File: src/rtl/axis_stream_rr_arbiter_pkg.sv
// Shared types and helpers for the AXI4-Stream round-robin arbiters.
package axis_arb_pkg;

  typedef enum logic [0:0] {
    IDLE   = 1'b0,
    LOCKED = 1'b1
  } arb_state_t;

  localparam int unsigned MAX_CHANNELS   = 16;
  localparam int unsigned MAX_KEEP_WIDTH = 128;
  localparam logic [MAX_KEEP_WIDTH-1:0] TKEEP_ALL = '1;

  // Compare-and-subtract wrap; idx is always below 2*n here.
  function automatic int unsigned rr_wrap(int unsigned idx, int unsigned n);
    return (idx >= n) ? (idx - n) : idx;
  endfunction

  // First requesting index after 'last', wrapping at n; returns 'last' when
  // nothing requests. Indices at or above n are never produced.
  function automatic int unsigned rr_next(int unsigned last,
                                          logic [MAX_CHANNELS-1:0] req,
                                          int unsigned n);
    int unsigned result;
    int unsigned idx;
    logic        found;
    result = last;
    found  = 1'b0;
    for (int unsigned i = 1; i <= MAX_CHANNELS; i++) begin
      if (i <= n) begin
        idx = rr_wrap(last + i, n);
        if (!found && req[idx[3:0]]) begin
          result = idx;
          found  = 1'b1;
        end
      end
    end
    return result;
  endfunction

endpackage

File: src/rtl/axis_stream_rr_arbiter_rr_pick.sv
// Combinational round-robin selector: request vector + last grant -> next grant.
module rr_pick
  import axis_arb_pkg::*;
#(
  parameter int unsigned NUM_CHANNELS = 4,
  parameter int unsigned CH_BITS      = $clog2(NUM_CHANNELS)
) (
  input  logic [NUM_CHANNELS-1:0] req,
  input  logic [CH_BITS-1:0]      last_grant,
  output logic [CH_BITS-1:0]      grant,
  output logic                    any_req
);

  logic [MAX_CHANNELS-1:0] req_ext;

  always_comb begin
    req_ext                   = '0;
    req_ext[NUM_CHANNELS-1:0] = req;
    grant   = CH_BITS'(rr_next(32'(last_grant), req_ext, NUM_CHANNELS));
    any_req = |req;
  end

endmodule

File: src/rtl/axis_stream_rr_arbiter.sv
// N-channel packet round-robin arbiter onto one registered AXI4-Stream master.
// Optional per-channel packet counters: define AXIS_RR_ARB_STATS_EN.
module axis_stream_rr_arbiter
  import axis_arb_pkg::*;
#(
  parameter int unsigned NUM_CHANNELS = 4,
  parameter int unsigned DATA_WIDTH   = 128,
  parameter int unsigned DEST_WIDTH   = 32
) (
  input  logic                             clk,
  input  logic                             reset,
  input  logic [NUM_CHANNELS-1:0]          ch_valid,
  output logic [NUM_CHANNELS-1:0]          ch_ready,
  input  logic [NUM_CHANNELS*DATA_WIDTH-1:0] ch_data,
  input  logic [NUM_CHANNELS-1:0]          ch_last,
  output logic [DATA_WIDTH-1:0]            stream_tdata,
  output logic [DEST_WIDTH-1:0]            stream_tdest,
  output logic [DATA_WIDTH/8-1:0]          stream_tkeep,
  output logic                             stream_tlast,
  output logic                             stream_tvalid,
  input  logic                             stream_tready,
  output logic                             busy
`ifdef AXIS_RR_ARB_STATS_EN
  ,
  input  logic                             stats_clear,
  output logic [NUM_CHANNELS*16-1:0]       pkt_count
`endif
);

  localparam int unsigned CH_BITS = $clog2(NUM_CHANNELS);
  localparam int unsigned KEEP_W  = DATA_WIDTH / 8;

  arb_state_t              state_q, state_d;
  logic [CH_BITS-1:0]      last_grant_q, last_grant_d;
  logic [CH_BITS-1:0]      lock_ch_q, lock_ch_d;
  logic [DATA_WIDTH-1:0]   tdata_q, tdata_d;
  logic [CH_BITS-1:0]      tdest_q, tdest_d;
  logic                    tlast_q, tlast_d;
  logic                    tvalid_q, tvalid_d;

  logic                    load_en;
  logic [CH_BITS-1:0]      pick_grant;
  logic                    any_req;
  logic [CH_BITS-1:0]      cur_grant;
  logic                    grant_live;
  logic [DATA_WIDTH-1:0]   sel_data;
  logic                    sel_last;
  logic                    accept;

  rr_pick #(
    .NUM_CHANNELS (NUM_CHANNELS),
    .CH_BITS      (CH_BITS)
  ) u_rr_pick (
    .req        (ch_valid),
    .last_grant (last_grant_q),
    .grant      (pick_grant),
    .any_req    (any_req)
  );

  always_comb begin
    load_en    = !tvalid_q || stream_tready;
    cur_grant  = (state_q == LOCKED) ? lock_ch_q : pick_grant;
    grant_live = (state_q == LOCKED) || any_req;
    ch_ready   = '0;
    sel_data   = '0;
    sel_last   = 1'b0;
    for (int unsigned k = 0; k < NUM_CHANNELS; k++) begin
      if (CH_BITS'(k) == cur_grant) begin
        ch_ready[k] = load_en && grant_live;
        sel_data    = ch_data[k*DATA_WIDTH +: DATA_WIDTH];
        sel_last    = ch_last[k];
      end
    end
    accept = |(ch_valid & ch_ready);
  end

  always_comb begin
    tvalid_d = tvalid_q;
    tdata_d  = tdata_q;
    tlast_d  = tlast_q;
    tdest_d  = tdest_q;
    if (load_en) begin
      tvalid_d = accept;
      if (accept) begin
        tdata_d = sel_data;
        tlast_d = sel_last;
        tdest_d = cur_grant;
      end
    end
  end

  // The next grant is taken from last_grant_q, so it is chosen the cycle after a last beat.
  always_comb begin
    state_d      = state_q;
    last_grant_d = last_grant_q;
    lock_ch_d    = lock_ch_q;
    if (accept) begin
      if (sel_last) begin
        state_d      = IDLE;
        last_grant_d = cur_grant;
      end else if (state_q == IDLE) begin
        state_d   = LOCKED;
        lock_ch_d = cur_grant;
      end
    end
  end

  always_ff @(posedge clk) begin
    if (reset) begin
      state_q      <= IDLE;
      last_grant_q <= CH_BITS'(NUM_CHANNELS - 1);
      lock_ch_q    <= '0;
      tdata_q      <= '0;
      tdest_q      <= '0;
      tlast_q      <= 1'b0;
      tvalid_q     <= 1'b0;
    end else begin
      state_q      <= state_d;
      last_grant_q <= last_grant_d;
      lock_ch_q    <= lock_ch_d;
      tdata_q      <= tdata_d;
      tdest_q      <= tdest_d;
      tlast_q      <= tlast_d;
      tvalid_q     <= tvalid_d;
    end
  end

  assign stream_tdata  = tdata_q;
  assign stream_tdest  = DEST_WIDTH'(tdest_q);
  assign stream_tkeep  = TKEEP_ALL[KEEP_W-1:0];
  assign stream_tlast  = tlast_q;
  assign stream_tvalid = tvalid_q;
  assign busy          = (state_q == LOCKED);

`ifdef AXIS_RR_ARB_STATS_EN
  logic [NUM_CHANNELS*16-1:0] pkt_count_q, pkt_count_d;

  always_comb begin
    pkt_count_d = pkt_count_q;
    if (stats_clear) begin
      pkt_count_d = '0;
    end else if (accept && sel_last) begin
      for (int unsigned k = 0; k < NUM_CHANNELS; k++) begin
        if (CH_BITS'(k) == cur_grant) begin
          pkt_count_d[k*16 +: 16] = pkt_count_q[k*16 +: 16] + 16'd1;
        end
      end
    end
  end

  always_ff @(posedge clk) begin
    if (reset) begin
      pkt_count_q <= '0;
    end else begin
      pkt_count_q <= pkt_count_d;
    end
  end

  assign pkt_count = pkt_count_q;
`endif

endmodule
File: config.mk
export PLATFORM = sky130hd
export DESIGN_NAME = axis_stream_rr_arbiter
export DESIGN_NICKNAME = d
export VERILOG_FILES = /design/src/rtl/axis_stream_rr_arbiter_pkg.sv /design/src/rtl/axis_stream_rr_arbiter_rr_pick.sv /design/src/rtl/axis_stream_rr_arbiter.sv
export SDC_FILE = /design/constraint.sdc
export NUM_CORES = 1
export LEC_CHECK = 0
export CELL_PAD_IN_SITES_DETAIL_PLACEMENT = 0
export CELL_PAD_IN_SITES_GLOBAL_PLACEMENT = 1
export CORE_AREA = 4 4 270 272
export DETAILED_ROUTE_END_ITERATION = 12
export DIE_AREA = 0 0 274 276
export GPL_TIMING_DRIVEN = 0
export PLACE_DENSITY = 0.6
export SETUP_SLACK_MARGIN = 0.3
export SYNTH_ARGS = -nofsm -noshare
export SYNTH_HDL_FRONTEND = slang
export SYNTH_SLANG_ARGS = --single-unit
File: constraint.sdc
create_clock -name clk -period 10.05 [get_ports clk]
set_input_delay 2.5125 -clock clk [delete_from_list [all_inputs] [get_ports clk]]
set_output_delay 2.5125 -clock clk [all_outputs]
set_load 0.05 [all_outputs]
# [Yosys cells after proc, flatten, opt, wreduce, memory -nomap -nowiden]
# Cells that the tools add are included.
[classes] n_addsub=8 n_lt_le_gt_ge=8 n_eq_ne=3 n_mux=33 bitwise_logic=3 reduce_logical=16
[op_table] operator="2-to-1 mux 128 bit" count=4
[op_table] operator=">= comparator 32 x 3 -> 1 bit, second input constant" count=4
[op_table] operator="< comparator 4 x 5 -> 1 bit, second input constant" count=4
[op_table] operator="binary-select mux 1 bit (select 4 bit)" count=4
[op_table] operator="2-to-1 mux 1 bit" count=16
[op_table] operator="2-to-1 mux 4 bit" count=4
[op_table] operator="subtractor 3 x 3 -> 4 bit, second input constant" count=3
[op_table] operator="2-to-1 mux 2 bit" count=5
[op_table] operator="OR reduction 4 bit" count=2
[op_table] operator="adder 2 x 2 -> 3 bit, second input constant" count=2
[op_table] operator="adder 2 x 3 -> 4 bit, second input constant" count=1
[op_table] operator="bitwise AND 4 bit" count=1
[op_table] operator="equality test 2 bit, first input constant" count=2
[op_table] operator="logical AND 1 bit" count=4
[op_table] operator="logical NOT 1 bit" count=4
[op_table] operator="AND reduction 2 bit" count=2
[op_table] operator="subtractor 4 x 3 -> 4 bit, second input constant" count=1
[op_table] operator="adder 2 x 1 -> 3 bit, second input constant" count=1
[op_table] operator="AND reduction 3 bit" count=1
[op_table] operator="equality test 1 x 2 -> 1 bit, first input constant" count=1
[op_table] operator="logical NOT 2 bit" count=1
[op_table] operator="logical OR 1 bit" count=2
[op_table] operator="inverter 1 bit" count=2
[totals] reg_bits=137 inputBits=523 out_inout_bits=183 word_cells=78

# [Logic depth before layout (Yosys ltp)]
# Gate-level depths: netlist of the first run.
[logic_depth] depth_word=23 ltp_mapped=16 mapped_depth_nobuf=10

# [Hierarchy]
# From an unflattened synthesis of the first run, not the netlist that was laid out.
[hier_totals] cells_unflattened=1537 hier_area_um2=9318.9
[by_module_without_submodules] mod="axis_stream_rr_arbiter" n_inst=1 cells_per_inst=1506 area_each_um2=9056.2 seq_area_each_um2=2742.6
[by_module_without_submodules] mod="rr_pick" n_inst=1 cells_per_inst=31 area_each_um2=262.8 seq_area_each_um2=0.0

# [Worst setup path after synthesis of the first run]
# No wires, ideal clock.
[synth_timing] path_type="in2out" start="in ch_valid[3]" end="out ch_ready[0]" arrival_ns=5.413 t_required_ns=7.537 slack_ns=2.125 stages=9 n_path_buf=3 cell_sequence="mux2_4 -> and3_4 -> a311oi_1 -> a211oi_2 -> a211o_2 -> buf_4 -> buf_4 -> clkbuf_1 -> nor3_1"
[synth_via] elab_chain_cells=15 elab_cells_between_ends=27 cone_classes="17 x mux; 10 x reduce/logical"
[synth_rtl] element="start: declaration" line_no="axis_stream_rr_arbiter.sv:12" rtl="input logic [NUM_CHANNELS-1:0] ch_valid,"
[synth_rtl] element="binary-select mux 1 bit (select 4 bit)" line_no="axis_stream_rr_arbiter_pkg.sv:31" rtl="if (!found && req[idx[3:0]]) begin"
[synth_rtl] element="2-to-1 mux 1 bit (not written as such)" line_no="axis_stream_rr_arbiter_pkg.sv:31"
[synth_rtl] element="2-to-1 mux 1 bit" line_no="axis_stream_rr_arbiter_pkg.sv:31"
[synth_rtl] element="logical NOT 1 bit" line_no="axis_stream_rr_arbiter_pkg.sv:31"
[synth_rtl] element="logical AND 1 bit" line_no="axis_stream_rr_arbiter_pkg.sv:31"
[synth_rtl] element="2-to-1 mux 1 bit" line_no="axis_stream_rr_arbiter_pkg.sv:31"
[synth_rtl] element="logical NOT 1 bit" line_no="axis_stream_rr_arbiter_pkg.sv:31"
[synth_rtl] element="logical AND 1 bit" line_no="axis_stream_rr_arbiter_pkg.sv:31"
[synth_rtl] element="2-to-1 mux 1 bit" line_no="axis_stream_rr_arbiter_pkg.sv:31"
[synth_rtl] element="logical NOT 1 bit" line_no="axis_stream_rr_arbiter_pkg.sv:31"
[synth_rtl] element="logical AND 1 bit" line_no="axis_stream_rr_arbiter_pkg.sv:31"
[synth_rtl] element="2-to-1 mux 2 bit" line_no="axis_stream_rr_arbiter_pkg.sv:31"
[synth_rtl] element="2-to-1 mux 2 bit" line_no="axis_stream_rr_arbiter.sv:62" rtl="cur_grant = (state_q == LOCKED) ? lock_ch_q : pick_grant;"
[synth_rtl] element="logical NOT 2 bit" line_no="axis_stream_rr_arbiter.sv:68" rtl="if (CH_BITS'(k) == cur_grant) begin"
[synth_rtl] element="2-to-1 mux 1 bit *" line_no="axis_stream_rr_arbiter.sv:68"
[synth_rtl] element="end: declaration" line_no="axis_stream_rr_arbiter.sv:13" rtl="output logic [NUM_CHANNELS-1:0] ch_ready,"
# Every way passes the cells marked *; elsewhere a longest branch is shown, timed or not. The select of a mux whose other input is x is not followed.

# [Final worst setup path of the first run]
[layout_timing] start="in ch_valid[0]" end="out ch_ready[0]"
# The elaborated chain is that of the path after synthesis.

==> run summary, run 1 <==
Peak supply drop - 116 µV
Routed Antenna Nets - 0
Worst-path clk slew - 0.06 ns
drc violations - 0
dpl hpwl - 54,500 µm
vias after detailed routing - 12,900
RD Place Congestion - 0.903
Hold Violations, Final - 0
post-synthesis cell count - 1,201
total CTS buffers - 17
crit share post-route - 93.3%
Synth Flop Type - dfxtp_1
CP Data Arrival Time - 6.86 ns
RSZ-0062 raised after global routing - false
layout cells sized above 1 - 7.70%
area fraction of the dominant cell type after synthesis - 27.3%
final wirelength - 66,600 µm
initial antenna violation count - 9
1st-pass router iterations - 5
Tot GR Track Use - 16.6%
worst slack, placed - 0.0929 ns
Seq/Total Area, Yosys - 27.3%
IO buf count - 658
Ys Warns - 0
CTS Root Cell - clkbuf_16
classification of the worst setup path - in2out
Synth top cells by count - dfxtp_1 (137), mux2i_1 (133), nand3_1 (133), a211oi_1 (130), and3_1 (130)
first-pass GRT wire length - 92,500 µm
vias in the first global route - 13,300
max_slew headroom - 32.1%
CTS max path bufs - 2
drt initial violations - 796
Worst Path Required - 7.54 ns
Die Width - 274 µm
global route overflow - 0
drt wl/cell - 23.1 µm
Core Region - 0.0708 mm²
Max Cap Viol - 0
# IOs - 706
CTS H-tree lvls - 4
worst hold path type - reg2reg
Die Ht - 276 µm
clock sinks - 137
Setup crit end kind - output pin
Netlist cell types - 46
Final min period - 9.37 ns
Worst-Skew Late Latency - 0.47 ns
register bit total from synthesis - 137
critical path fanouts, max - 10
area of the multi-input gates - 0.00641 mm²
largest net degree at the start of global routing - 17
post-route cell area - 0.0186 mm²
num rows - 98
Worst Max-Slew Pin Slew - 1.01 ns
DP Area - 0.0180 mm²
Leak - 7.05 nW
PnR worst setup slack - 0.675 ns
NumNets Final - 2,450
status - completed
final hold slack - 0.461 ns
Synth area leader - dfxtp_1
die area - 0.0756 mm²
most frequent cell after synthesis - dfxtp_1
fillers - 7,727
Finished Core Util - 26.2%
Layout Skew - 0.0116 ns
Slew Limit Fails - 0
Mapped Area - 0.0101 mm²
Setup Total Neg Slack - 0 ns
Worst setup SP type - input port
starting density of the core - 14.2%
CTS tree - built
register area - 0.00274 mm²
number of synthesized flops with an enable pin - 0
endpoints failing setup - 0
fmax - 107 MHz
Async S/R FF share, synth - 0%
Post-CTS Setup Bufs - 0
synthesized area per cell - 8.38 µm²
pwr/cell area - 321 mW/mm²
Vias per Instance - 4.45
P&R area growth vs syn - 84.5%
Reg2Reg Setup Slack - 5.40 ns
Synth area leaders - dfxtp_1 (27%), mux2i_1 (13%), a221o_1 (13%)
## state kept, by name (all words and copies together), names as in the netlist
name           flops
stream_tdata     128
last_grant_q       2
stream_tlast       1
lock_ch_q          2
tdest_q            2
busy               1
stream_tvalid      1
## path summary, 6_finish.rpt
| path | startpoint | depth (start not counted) | endpoint |
|---|---|---|---|
| hold / removal | stream_tdata[35] | 2 | stream_tdata[35] |
| setup reg to reg | last_grant_q[0] | 14 | stream_tdata[30] |
| hold reg to reg | stream_tdata[35] | 2 | stream_tdata[35] |
| setup / recovery | ch_valid[0] | 11 | ch_ready[0] |
## report_power, final
group	switching [mW]	leakage (nW)	total, mW	internal (mW)
clock network	0.280	0.266	0.601	0.322
registers	0.0746	1.13	0.766	0.691
logic	2.92	5.66	4.59	1.67
total	3.27	7.05	5.95	2.68
## cells in the final DEF (no fill, tap or decap), drive strengths merged, types with 2 or more instances in the layout
cell	netlist	routed
nand2b	3	3
clkinv	0	10
clkdlybuf4s50	0	657
clkinvlp	0	2
clkbuf	104	122
a311oi	2	2
a21boi	2	2
a221o	128	128
nand3	133	133
a211oi	131	131
buf	101	101
conb	2	46
nand2	6	6
and3	131	131
nand4	2	2
o21a	2	2
a31o	2	2
o21ai	5	5
a211o	2	2
nor2	8	8
ha	5	5
dfxtp	137	137
mux2	3	3
o211ai	3	3
mux2i	133	133
inv	6	8
nor3	7	7
a31oi	4	4
a21oi	129	129
## per-layer routing
metal  wire [µm]  GRT usage (%)
met1       26800           19.2
met2       33400           29.9
met3        5060           4.78
met4        1250           3.83
met5          56              0
## repair_timing
item,4_1_cts,5_1_grt
pin swaps,0,0
gates resized for setup,1,2
hold buffers,0,0
setup endpoints to repair,1,3
## layout make-up
cell class	instances	share of cell area, %
well taps	950	6.40
inverters	6	0.121
flip-flops and latches	137	14.8
clock inverters	14	0.546
multi-input cells	897	34.5
repair buffers	658	35.5
clock buffers	18	2.37
plain buffers	205	5.76
diodes	1	0.0135
## kinds of logic (layout without fill, tap and decap cells)
group	Yosys count	after routing	share of synthesized area (%)
compound gates	415	415	31.0
xor+xnor	1	1	0.0870
fa+ha+maj	5	5	0.622
buf+inv	211	901	10.8
flops	137	137	27.3
mux	137	137	13.9
other cells	2	47	0.0746
simple gates	293	293	16.3
## per-stage QoR
step	cells	total power, mW
2_1_floorplan	1245	3.70
3_3_place_gp	2853	5.37
3_5_place_dp	2853	5.40
4_1_cts	2885	6.04
5_1_grt	2886	6.35
6_report	2886	5.95
## critical path, stage by stage
cell and delay, ns:
clkdlybuf4s50_1 0.55, mux2_1 0.37, a222oi_1 0.41, a311oi_1 0.24, a211oi_2 0.30, a211o_2 0.21
buf_4 0.30, buf_4 0.37, clkbuf_1 0.52, nor3_1 0.26, clkdlybuf4s50_1 0.77
Power figures use the tool's default switching activity.
==> run 2: changes to the inputs <==
--- a/config.mk
+++ b/config.mk
@@ -8,9 +8,9 @@
 export CELL_PAD_IN_SITES_DETAIL_PLACEMENT = 0
 export CELL_PAD_IN_SITES_GLOBAL_PLACEMENT = 1
-export CORE_AREA = 4 4 270 272
+export CORE_AREA = 2 2 276 278
 export DETAILED_ROUTE_END_ITERATION = 12
-export DIE_AREA = 0 0 274 276
+export DIE_AREA = 0 0 278 280
 export GPL_TIMING_DRIVEN = 0
-export PLACE_DENSITY = 0.6
+export PLACE_DENSITY = 0.58
 export SETUP_SLACK_MARGIN = 0.3
 export SYNTH_ARGS = -nofsm -noshare
==> constraint.sdc (replaced) <==
create_clock -name clk -period 10.05 [get_ports clk]
set_input_delay 1.005 -clock clk [delete_from_list [all_inputs] [get_ports clk]]
set_output_delay 1.005 -clock clk [all_outputs]
set_load 0.05 [all_outputs]
==> run summary, run 2 (synthesis gave the netlist of run 1 again) <==
CTS H-tree lvls - 4 (unchanged)
internal power - 2.70 mW (+0.64%)
# IOs - 706 (unchanged)
Final min period - 6.84 ns (-2.53 ns)
first-pass GRT wire length - 92,600 µm (+0.13%)
clock sinks - 137 (unchanged)
max FFs per register - 128 (unchanged)
crit-path cells - clkdlybuf4s50_1 -> mux2i_1 -> a222oi_1 -> and2_1 -> a31oi_1 -> nand2_1 -> clkbuf_2 -> clkbuf_1 -> nor3_1 -> clkdlybuf4s50_1
vias after detailed routing - 13,000 (+0.96%)
drc violations - 0 (unchanged)
Post-CTS Setup Bufs - 0 (unchanged)
initial antenna violation count - 11 (+2)
Worst Path Required - 9.05 ns (+1.51 ns)
die area - 0.0778 mm² (+2.9%)
Tot GR Track Use - 16.5% (-0.059 points)
Core Region - 0.0752 mm² (+6.3%)
fmax - 146 MHz (+37%)
CTS Root Cell - clkbuf_16
total CTS buffers - 17 (unchanged)
NumNets Final - 2,450 (unchanged)
Worst setup SP type - input port
CTS tree - built
status - completed
Die Width - 278 µm (+1.5%)
Worst Max-Slew Pin Slew - 1.35 ns (+0.343 ns)
CTS max path bufs - 2 (unchanged)
Setup crit end kind - output pin
dpl hpwl - 54,700 µm (+0.27%)
crit share post-route - 68.1% (-25 points)
drt wl/cell - 23.1 µm (about the same)
Hold Violations, Final - 0 (unchanged)
vias in the first global route - 13,200 (-0.59%)
Routed Antenna Nets - 0 (unchanged)
Overall Power - 6.03 mW (+1.3%)
Peak supply drop - 94.6 µV (-18%)
worst hold path type - reg2reg
Setup Total Neg Slack - 0 ns (unchanged)
Worst path slowest cell - a31oi_1
Post-CTS Hold Fix Bufs - 0 (unchanged)
switching share of power - 55.2% (+0.30 points)
Max Cap Viol - 0 (unchanged)
global route overflow - 0 (unchanged)
critical path fanouts, max - 11 (+1)
Slew Limit Fails - 0 (unchanged)
Leak - 7.03 nW (-0.29%)
P&R area growth vs syn - 85.0%
1st-pass router iterations - 5 (unchanged)
num rows - 101 (+3.1%)
fillers - 8,179 (+5.8%)
drt initial violations - 777 (-2.4%)
layout cells sized above 1 - 7.65% (-0.052 points)
endpoints failing setup - 0 (unchanged)
Worst-path clk slew - 0.07 ns (about the same)
final wirelength - 67,400 µm (+1.2%)
Worst-Skew Late Latency - 0.49 ns (+0.02 ns)
commonest cells after routing, fill and taps aside - clkdlybuf4s50_1 (658), dfxtp_1 (137), mux2i_1 (133), nand3_1 (133)
combinational fraction of design power - 76.9% (about the same)
largest net degree at the start of global routing - 17 (unchanged)
max_slew headroom - 9.28% (-23 points)
Clk pwr share - 10.4% (+0.3 points)
Layout Skew - 0.0265 ns (+0.0150 ns)
count of cells resized by post-cts repair - 0 (-1)
IO buf count - 658 (unchanged)
classification of the worst setup path - in2out
RSZ-0062 raised after global routing - false
Die Ht - 280 µm (+1.4%)
Psw - 3.33 mW (+1.9%)
RD Place Congestion - 0.873 (-3.3%)
Vias per Instance - 4.44 (-0.22%)
slowest stage delay, CP - 1.00 ns (+0.23 ns)
most common cell after layout, fill and taps aside - clkdlybuf4s50_1
starting density of the core - 13.4% (-0.84 points)
CP Data Arrival Time - 5.84 ns (-1.02 ns)
pwr/cell area - 324 mW/mm² (+1.0%)
crit-path most repeated cell - clkdlybuf4s50_1
sequential share of power - 12.7% (-0.2 points)
-- run 2: power groups by stage --
stage          Clock (mW)  Sequential, mW  Combinational, mW
6_report            0.626           0.766               4.64
3_3_place_gp            0           0.772               4.63
5_1_grt             0.673           0.782               4.95
3_5_place_dp            0           0.777               4.68
2_1_floorplan           0            1.20               2.50
4_1_cts             0.654           0.766               4.70
-- run 2: critical path: cells and delay by family --
kind | cells | cell delay [ns]
mux | 1 | 0.26
compound gates | 2 | 1.16
simple gates | 3 | 0.95
buf+inv | 4 | 2.42
-- run 2: layer usage --
| layer | global-route usage [%] | vias to the layer above | wire length, µm |
|---|---|---|---|
| li1 | - | 6079 | - |
| met1 | 18.9 | 6193 | 27100 |
| met2 | 28.7 | 617 | 33200 |
| met3 | 4.91 | 76 | 5110 |
| met4 | 6.49 | 10 | 1970 |
| met5 | 0 | - | 66 |
-- run 2: worst paths after layout --
kind                                        from           endpoint  slack (ns)  depth (start not counted)
worst min register to register  stream_tdata[93]   stream_tdata[93]        0.46                          2
worst max register to register   last_grant_q[0]  stream_tdata[100]        4.80                         13
worst max-delay path                 ch_valid[0]        ch_ready[2]        3.21                         10
worst min-delay path            stream_tdata[93]   stream_tdata[93]        0.46                          2
-- run 2: layout make-up --
| type | instances | area (µm²) | area share, % |
|---|---|---|---|
| Clock buffer | 17 | 425 | 2.28 |
| Tap cell | 978 | 1220 | 6.57 |
| Inverter | 6 | 22.5 | 0.121 |
| Sequential cell | 137 | 2740 | 14.7 |
| Multi-Input combinational cell | 897 | 6410 | 34.4 |
| Antenna cell | 7 | 17.5 | 0.0941 |
| Timing Repair Buffer | 658 | 6590 | 35.4 |
| Clock inverter | 15 | 128 | 0.685 |
| Buffer | 205 | 1070 | 5.74 |
-- run 2: stage by stage --
stage               util [%]  cell area [µm²]  std cells  hold WS (ns)  setup slack (ns)
floorplan                  -            10200       1245         0.435              5.14
global placement        24.0            18000       2881         0.450              2.92
detailed placement      24.0            18000       2881         0.454              3.11
CTS                     24.7            18600       2913         0.463              3.06
global route            24.8            18600       2916         0.479              2.88
finish                  24.8            18600       2920         0.461              3.21
==> RTL edit (settings of run 1) <==
`tdata_q` no longer has a reset.
--- a/src/rtl/axis_stream_rr_arbiter.sv
+++ b/src/rtl/axis_stream_rr_arbiter.sv
@@ -110,7 +110,6 @@
       state_q      <= IDLE;
       last_grant_q <= CH_BITS'(NUM_CHANNELS - 1);
       lock_ch_q    <= '0;
-      tdata_q      <= '0;
       tdest_q      <= '0;
       tlast_q      <= 1'b0;
       tvalid_q     <= 1'b0;
@@ -118,11 +117,14 @@
       state_q      <= state_d;
       last_grant_q <= last_grant_d;
       lock_ch_q    <= lock_ch_d;
-      tdata_q      <= tdata_d;
       tdest_q      <= tdest_d;
       tlast_q      <= tlast_d;
       tvalid_q     <= tvalid_d;
     end
+  end
+
+  always_ff @(posedge clk) begin
+    tdata_q <= tdata_d;
   end
 
   assign stream_tdata  = tdata_q;
Function: changed (Yosys sat finds a counterexample within 4 cycles, from zero or initial values and one cycle with reset high).
==> RTL edit against run 1 <==
- power increased by 7.5%
- sequential share of layout area increased by 8.3 points
- setup slack improved by 110 ps
- fmax increased by 1.2%
- routed wire length decreased by 10%
- area after synthesis decreased by 11%
- synthesized cell count decreased by 5.7%
- sequential cell count unchanged
- design area decreased by 6.1%
- clock skew increased by 3.8 ps
- largest cell class unchanged
==> RTL edit: results (changes against run 1) <==
* Synth area leaders: sky130_fd_sc_hd__edfxtp_1 (43%), sky130_fd_sc_hd__nand2_1 (22%), sky130_fd_sc_hd__and3_1 (9.2%), sky130_fd_sc_hd__a31oi_1 (9.0%), sky130_fd_sc_hd__buf_4 (4.0%)
- First-pass GRT wire length: 83.5 mm (-9.8%)
* Static leakage power: 6.92 nW (-1.9%)
- GRT Resource Usage Total: 15.1% (-1.5 points)
- The fraction of layout instances using a drive strength above 1 came to 6.37% (-1.3 points).
- The average wire per standard cell was 21.2 µm (-8.2%).
- The relative max-transition margin came to 29.8% (-2.4 points).
- Count of buffers inserted at the top-level ports: 659 (+0.15%)
- Synth top cells by count: sky130_fd_sc_hd__nand2_1 (514), sky130_fd_sc_hd__and3_1 (131), sky130_fd_sc_hd__a31oi_1 (129)
- The endpoint arrival time on the critical path came to 6760 ps (-100 ps).
* Compound-Gate Fraction of Synth Area: 11.1% (-20 points)
* Worst-case clock buffer depth: 2 (unchanged)
* Number of antenna violations at the first check in global routing: 6 (-3)
* Worst vdd ir: 0.204 mV (+76%)
- The sequential cell area fraction in the yosys report is 45.1% (+18 points).
* Reg2reg setup slack: 5510 ps (+110 ps)
- The multiplexer share of the synthesized area was 1.35% (-13 points).
- Tracing the worst setup path back leads to its startpoint at ch_valid[1].
- The maximum level of the CTS H-tree was 4 (unchanged).
* # resized after CTS: 0 (-1)
- The routability congestion estimate came to 0.890 (-1.4%).
- Crit path largest cell delay: 750 ps (-20 ps)
- Ant diodes: 0 (-1)
- The worst hold path begins at stream_tlast.
* Post-Synth XOR/XNOR Area: 0.0982% (+0.011 points)
- The half-perimeter wire length after placement was 48.1 mm (-12%).
- The distinct cell type count after synthesis was 45 (-2.2%).
* Vias after detailed routing: 11300 (-12%)
- The number of cells on the worst reg-to-reg path was 10 (-4).
* Number of DRC violations after detailed-routing iteration 0: 597 (-25%)
- The adder and majority cell fraction of the synthesized area was 0.701% (+0.080 points).
* Number of flops mapped to enable cells by yosys: 128 (+128)
* Largest net degree at the start of global routing: 68 (+51)
- Vias in the first global route: 11700 (-12%)
* Final layout net count: 2383 (-2.7%)
* Status: finished clean
* Worst setup skew after layout: 15.4 ps (+3.79 ps)
- The buffers plus inverters on the worst setup path came to 4 (-1).
## RTL edit: cell count changes after synthesis, moves of 124 or more
cell                       change
sky130_fd_sc_hd__a211oi_1    -130
sky130_fd_sc_hd__a21oi_1     -124
sky130_fd_sc_hd__a221o_1     -128
sky130_fd_sc_hd__a31oi_1     +125
sky130_fd_sc_hd__dfxtp_1     -128
sky130_fd_sc_hd__edfxtp_1    +128
sky130_fd_sc_hd__mux2i_1     -127
sky130_fd_sc_hd__nand2_1     +508
sky130_fd_sc_hd__nand3_1     -132
## RTL edit: tightest hold or removal path: stages (launching register included)
cell,delay [ps]
sky130_fd_sc_hd__dfxtp_1,320
sky130_fd_sc_hd__nand3_1,60
sky130_fd_sc_hd__a21oi_1,60
## RTL edit: kinds of logic (layout without fill, tap and decap cells)
kind of cell / after synthesis / after routing
compound gates: 153 / 153
xor+xnor: 1 / 1
fa+ha+maj: 5 / 5
buf+inv: 141 / 832
flops: 137 / 137
mux: 11 / 11
other cells: 2 / 46
simple gates: 682 / 682
## RTL edit: per-stage QoR
| stage | std cells | setup WS [ps] | hold WS (ps) | instance area (µm²) |
|---|---|---|---|---|
| 3_5_place_dp | 2786 | 706 | 482 | 16900 |
| 2_1_floorplan | 1176 | 2220 | 538 | 9080 |
| 5_1_grt | 2817 | 517 | 552 | 17400 |
| 3_3_place_gp | 2785 | 88.7 | 481 | 16900 |
| 6_report | 2817 | 782 | 498 | 17400 |
| 4_1_cts | 2817 | 670 | 498 | 17400 |
## RTL edit: area by class of cell
cell class / count / area [µm²]
buffer: 135 / 743
timing repair buffer: 660 / 6620
fill: 7812 / 53300
multi-input combinational: 898 / 4300
inverter: 6 / 27.5
tap: 950 / 1190
clock buffer: 18 / 429
clock inverter: 13 / 106
sequential: 137 / 4020
## RTL edit: layer usage
| layer | routed length (µm) | up-vias | track usage, % |
|---|---|---|---|
| li1 | - | 5263 | - |
| met1 | 23600 | 5405 | 17.5 |
| met2 | 30400 | 542 | 27.3 |
| met3 | 4640 | 48 | 4.04 |
| met4 | 1100 | 6 | 4.04 |
| met5 | 46 | - | 0 |
## RTL edit: path summary, 6_finish.rpt
kind                                   endpoint
worst min register to register     stream_tlast
worst max register to register  stream_tdata[4]
worst min-delay path               stream_tlast
worst max-delay path                ch_ready[3]
## RTL edit: power breakdown
group	switching (W)	leakage (nW)	total [W]	internal, W
clock network	0.000293	0.257	0.000629	0.000336
logic	0.00312	5.37	0.00448	0.00136
registers	0.0000927	1.29	0.00129	0.00120
